--- config.mk ---
export PLATFORM = sky130hd
export DESIGN_NAME = trap_sequencer
export DESIGN_NICKNAME = d
export VERILOG_FILES = /design/src/rtl/trap_sequencer.sv
export SDC_FILE = /design/constraint.sdc
export NUM_CORES = 1
export LEC_CHECK = 0
export BUFFER_PORTS_ARGS = -buffer_cell sky130_fd_sc_hd__clkbuf_2
export CORE_MARGIN = 1.5
export CORE_UTILIZATION = 47
export DETAILED_ROUTE_END_ITERATION = 10
export GPL_TIMING_DRIVEN = 1
export PLACE_DENSITY = 0.82
export SYNTH_ARGS = -nofsm -noshare
export SYNTH_HDL_FRONTEND = slang
export SYNTH_SLANG_ARGS = --single-unit
--- constraint.sdc ---
create_clock -name clk -period 3.6 [get_ports clk]
set_clock_uncertainty 0.05 [all_clocks]
set_input_delay 0.54 -clock clk [delete_from_list [all_inputs] [get_ports clk]]
set_output_delay 0.54 -clock clk [all_outputs]
set_load 0.1 [all_outputs]
--- src/rtl/trap_sequencer.sv ---
// Trap/MRET redirect sequencer: flushes FD/XB, stalls, hands the target PC to fetch, then settles.
// Latency: event sampled at edge N -> flush in N+1, redirect_valid from N+2, release SETTLE_CYCLES after transfer.
// Backpressure: redirect_valid/redirect_pc held stable until fetch_ready; stall held throughout a sequence.
// Optional: define TRAP_SEQ_WDOG_EN to add the redirect handshake watchdog and the wdog_timeout port.
module trap_sequencer #(
  parameter int unsigned SETTLE_CYCLES = 1,
  parameter int unsigned WDOG_CYCLES   = 64
) (
  input  logic        clk,
  input  logic        resetb,
  input  logic        initiate_exception,
  input  logic        mret,
  input  logic [31:0] csr_mtvec,
  input  logic [31:0] csr_mepc,
  input  logic        fetch_ready,
  output logic        flush_fd,
  output logic        flush_xb,
  output logic        stall,
  output logic        redirect_valid,
  output logic [31:0] redirect_pc,
`ifdef TRAP_SEQ_WDOG_EN
  output logic        wdog_timeout,
`endif
  output logic        in_trap
);

  typedef enum logic [1:0] {
    IDLE     = 2'd0,
    FLUSH    = 2'd1,
    REDIRECT = 2'd2,
    SETTLE   = 2'd3
  } state_e;

  // Settle counter counts down to zero, so it starts one below the cycle count.
  localparam logic [3:0] SETTLE_LOAD = (SETTLE_CYCLES == 0) ? 4'd0 : 4'(SETTLE_CYCLES - 1);

  state_e      state_q, state_d;
  logic        pending_exc_q, pending_exc_d;
  logic        in_trap_q, in_trap_d;
  logic [31:0] target_q, target_d;
  logic [3:0]  settle_cnt_q, settle_cnt_d;
  logic        wdog_expire;

  // Targets are forced word aligned, so the CSR low bits never matter here.
  logic        csr_low_bits_unused;
  assign csr_low_bits_unused = ^{csr_mtvec[1:0], csr_mepc[1:0]};

`ifdef TRAP_SEQ_WDOG_EN
  localparam int unsigned       WDOG_W    = (WDOG_CYCLES > 1) ? $clog2(WDOG_CYCLES) : 1;
  localparam logic [WDOG_W-1:0] WDOG_LAST = WDOG_W'(WDOG_CYCLES - 1);

  logic [WDOG_W-1:0] wdog_cnt_q, wdog_cnt_d;
  logic              wdog_flag_q, wdog_flag_d;

  // Expires at the end of the WDOG_CYCLES-th cycle spent waiting in REDIRECT.
  assign wdog_expire  = (wdog_cnt_q == WDOG_LAST);
  assign wdog_timeout = wdog_flag_q;
`else
  logic wdog_cfg_unused;
  assign wdog_cfg_unused = (WDOG_CYCLES != 0);
  assign wdog_expire     = 1'b0;
`endif

  assign redirect_pc = target_q;
  assign in_trap     = in_trap_q;

  // Next-state, target/pending bookkeeping and per-state outputs.
  always_comb begin
    state_d        = state_q;
    pending_exc_d  = pending_exc_q;
    in_trap_d      = in_trap_q;
    target_d       = target_q;
    settle_cnt_d   = settle_cnt_q;
    flush_fd       = 1'b0;
    flush_xb       = 1'b0;
    stall          = 1'b0;
    redirect_valid = 1'b0;
`ifdef TRAP_SEQ_WDOG_EN
    wdog_cnt_d     = wdog_cnt_q;
    wdog_flag_d    = wdog_flag_q;
`endif

    case (state_q)
      IDLE: begin
        // Exceptions (fresh or deferred) outrank MRET; a simultaneous MRET is dropped.
        if (pending_exc_q || initiate_exception) begin
          state_d       = FLUSH;
          target_d      = {csr_mtvec[31:2], 2'b00};
          in_trap_d     = 1'b1;
          pending_exc_d = 1'b0;
        end else if (mret) begin
          state_d       = FLUSH;
          target_d      = {csr_mepc[31:2], 2'b00};
          in_trap_d     = 1'b0;
          pending_exc_d = 1'b0;
        end
      end

      FLUSH: begin
        flush_fd = 1'b1;
        flush_xb = 1'b1;
        stall    = 1'b1;
        state_d  = REDIRECT;
`ifdef TRAP_SEQ_WDOG_EN
        wdog_cnt_d = '0;
`endif
      end

      REDIRECT: begin
        redirect_valid = 1'b1;
        stall          = 1'b1;
        // A watchdog expiry is treated exactly like a completed transfer.
        if (fetch_ready || wdog_expire) begin
`ifdef TRAP_SEQ_WDOG_EN
          if (!fetch_ready) begin
            wdog_flag_d = 1'b1;
          end
`endif
          if (SETTLE_CYCLES == 0) begin
            state_d = IDLE;
          end else begin
            state_d      = SETTLE;
            settle_cnt_d = SETTLE_LOAD;
          end
        end
`ifdef TRAP_SEQ_WDOG_EN
        else begin
          wdog_cnt_d = wdog_cnt_q + 1'b1;
        end
`endif
      end

      SETTLE: begin
        stall = 1'b1;
        if (settle_cnt_q == 4'd0) begin
          state_d = IDLE;
        end else begin
          settle_cnt_d = settle_cnt_q - 4'd1;
        end
      end

      default: begin
        state_d = IDLE;
      end
    endcase

    // A trap arriving mid-sequence is remembered once; MRET mid-sequence is being squashed.
    if ((state_q != IDLE) && initiate_exception) begin
      pending_exc_d = 1'b1;
    end
  end

  // State and bookkeeping registers; reset abandons any in-flight sequence.
  always_ff @(posedge clk or negedge resetb) begin
    if (!resetb) begin
      state_q       <= IDLE;
      pending_exc_q <= 1'b0;
      in_trap_q     <= 1'b0;
      target_q      <= 32'd0;
      settle_cnt_q  <= 4'd0;
    end else begin
      state_q       <= state_d;
      pending_exc_q <= pending_exc_d;
      in_trap_q     <= in_trap_d;
      target_q      <= target_d;
      settle_cnt_q  <= settle_cnt_d;
    end
  end

`ifdef TRAP_SEQ_WDOG_EN
  // Watchdog cycle counter and sticky timeout flag.
  always_ff @(posedge clk or negedge resetb) begin
    if (!resetb) begin
      wdog_cnt_q  <= '0;
      wdog_flag_q <= 1'b0;
    end else begin
      wdog_cnt_q  <= wdog_cnt_d;
      wdog_flag_q <= wdog_flag_d;
    end
  end
`endif

endmodule

==> reports/results.tsv <==
metric	value	unit
clk_pin_slew_worst_paths	0.07	ns
cpPeakStageDelay	0.45	ns
port_buffers	99	
slowest_stage	clkbuf_2	
synth_top_family_by_area	multiplexers	
crit_buf_inv	3	
clockBufferDepth	2	
drive_above_1_share	0.3907	
layout_min_cycle_time	2.183	ns
rsz0062_at_grt	false	
synthDistinctLibCells	24	
crit_family	buffers and inverters	
slew_violations	0	
start_kind	register	
ff2ff_path_depth	5	
drc	0	
numCtsBuffers	5	
synth-compound-area-share	0.1160	
grt.overflow.total	0	
postRouteAntennaNets	0	
grt_pass1_vias	1472	
drt-initial-drc-count	115	
relSlewSlack	0.3885	
ios	106	
antenna_found_initial	0	
cts_sinks	38	
synth_xor_area_frac	0	
num_rows	22	
r2r-start	settle_cnt_q[0]$_DFFE_PN0P_	
initial_core_util	0.4987	
yosysSeqAreaShare	0.5094	
maxCapViolCount	0	
synth_common_cells	dfrtp_1 (38), nand2_1 (34), mux2i_1 (33)	
crit_type	reg -> out	
setup_ws	1.417	ns
cp_cell_sequence	inv_1, ha_1, inv_1, clkbuf_2	
synth_fa_ha_area_frac	0.04021	
synthArstFlopShare	1.000	
tightest_slew	0.9173	ns
arrival	1.59	ns
layout.nets	353	
hold_buffers	0	
synth_area	1867	um2
grt_max_degree	62	
startpoint	state_q[0]$_DFFE_PN0P_	
totalWireLength	3830	um
die_y	66.02	um
dieArea	4359	um2
synth_cells	182	
critPathMaxFanout	5	
endpoint_kind	output port	
regToRegSetupSlack	1.61	ns
drt-wirelength-per-cell	11.71	um
crit_top_cell	inv_1	
grt_usage	0.1842	
diodes	0	
min_period_over_period	0.6064	
required	3.01	ns
setup_viol	0	
run_status	finished clean	
synthSimpleGateAreaFrac	0.1012	
yosysTopAreaCellShare	0.5094	
area_growth	33.98	%
htree_levels	2	
synth_top_area_cell	dfrtp_1	
yosysMostFrequentCell	dfrtp_1	
gp_congestion	0.7455	
synth-main-ff-cell	dfrtp_1	
num_vias	1586	
synth_area_leaders	dfrtp_1 (51%), mux2i_1 (18%), o21ai_1 (7.8%), nand2_1 (6.8%), ha_1 (4.0%)	
die_w	66.02	um
dp_hpwl	2956	um
root_buffer	clkbuf_8	
synth-edff-count	0	
yosysWarnings	0	
post-cts-setup-buffer-count	0	
synthMuxAreaShare	0.1830	
cp.depth	4	
hp-class	in -> async	
ys_seq_elements	38	
drtPass1Iterations	4	
cts_resized	0	
viasPerCell	4.850	
core-area	3744	um2
fmax	458.1	MHz
hold_violations	0	
synth_area_per_cell	10.26	um2
cts_tree	done	
grt_pass1_wl	5996	um
tns	0	ns
clkLatencyLatePin	0.28	ns
pre_cts_ws	1.432	ns
per-layer routing:
layer	vias to the layer above	wire [um]	global-route usage
met5	-	0	0
met4	0	29	0.06122
met3	2	368	0.07496
met2	61	1922	0.3321
met1	711	1510	0.1935
li1	812	-	-
cell type report:
class                           count  area [um2]
Clock inverter                      1       30.03
Multi-Input combinational cell    126       850.8
Sequential cell                    38       950.9
Clock buffer                        7       76.32
Fill cell                         337        1242
Tap cell                           48       60.06
Timing Repair Buffer              101       510.5
Inverter                            6       22.52
flip-flops by register name (all words and copies together), names as in the netlist:
signal / count
pending_exc_q: 1
state_q: 2
in_trap: 1
redirect_pc: 30
settle_cnt_q: 4
stage by stage:
step                utilization  instances  hold WS (ns)  instance area (um2)
global placement         0.6397        319        0.4147                 2395
global route             0.6681        327        0.4057                 2501
CTS                      0.6681        327        0.3609                 2501
detailed placement       0.6397        319        0.4204                 2395
finish                   0.6681        327        0.3330                 2501
floorplan                     -        183        0.1944                 1871
layout by cell type (no fill, tap or decap), types with 5 or more instances in the layout:
master / Yosys / layout
o21ai_1: 29 / 29
nand2_1: 34 / 34
inv_1: 6 / 6
ha_1: 6 / 6
mux2i_1: 33 / 33
clkbuf_2: 0 / 99
dfrtp_1: 38 / 38
o21ai_0: 5 / 5
clkbuf_8: 0 / 5
final timing paths:
check,to
max in group asynchronous,redirect_pc[24]$_DFFE_PN0P_
min,redirect_pc[31]$_DFFE_PN0P_
min in group clk,redirect_pc[8]$_DFFE_PN0P_
max reg2reg,state_q[1]$_DFFE_PN0P_
max,stall
min reg2reg,redirect_pc[8]$_DFFE_PN0P_
logic make-up after synthesis:
logic type | after synthesis
DFF | 38
AOI/OAI and AO/OA | 40
muxes | 34
adders and majority gates | 6
and+or+nand+nor | 44
buffers and inverters | 19
other | 1
Power is left out: the tool's default activity adds up to more than one toggle a clock period on the data nets, which glitch-free logic cannot reach.
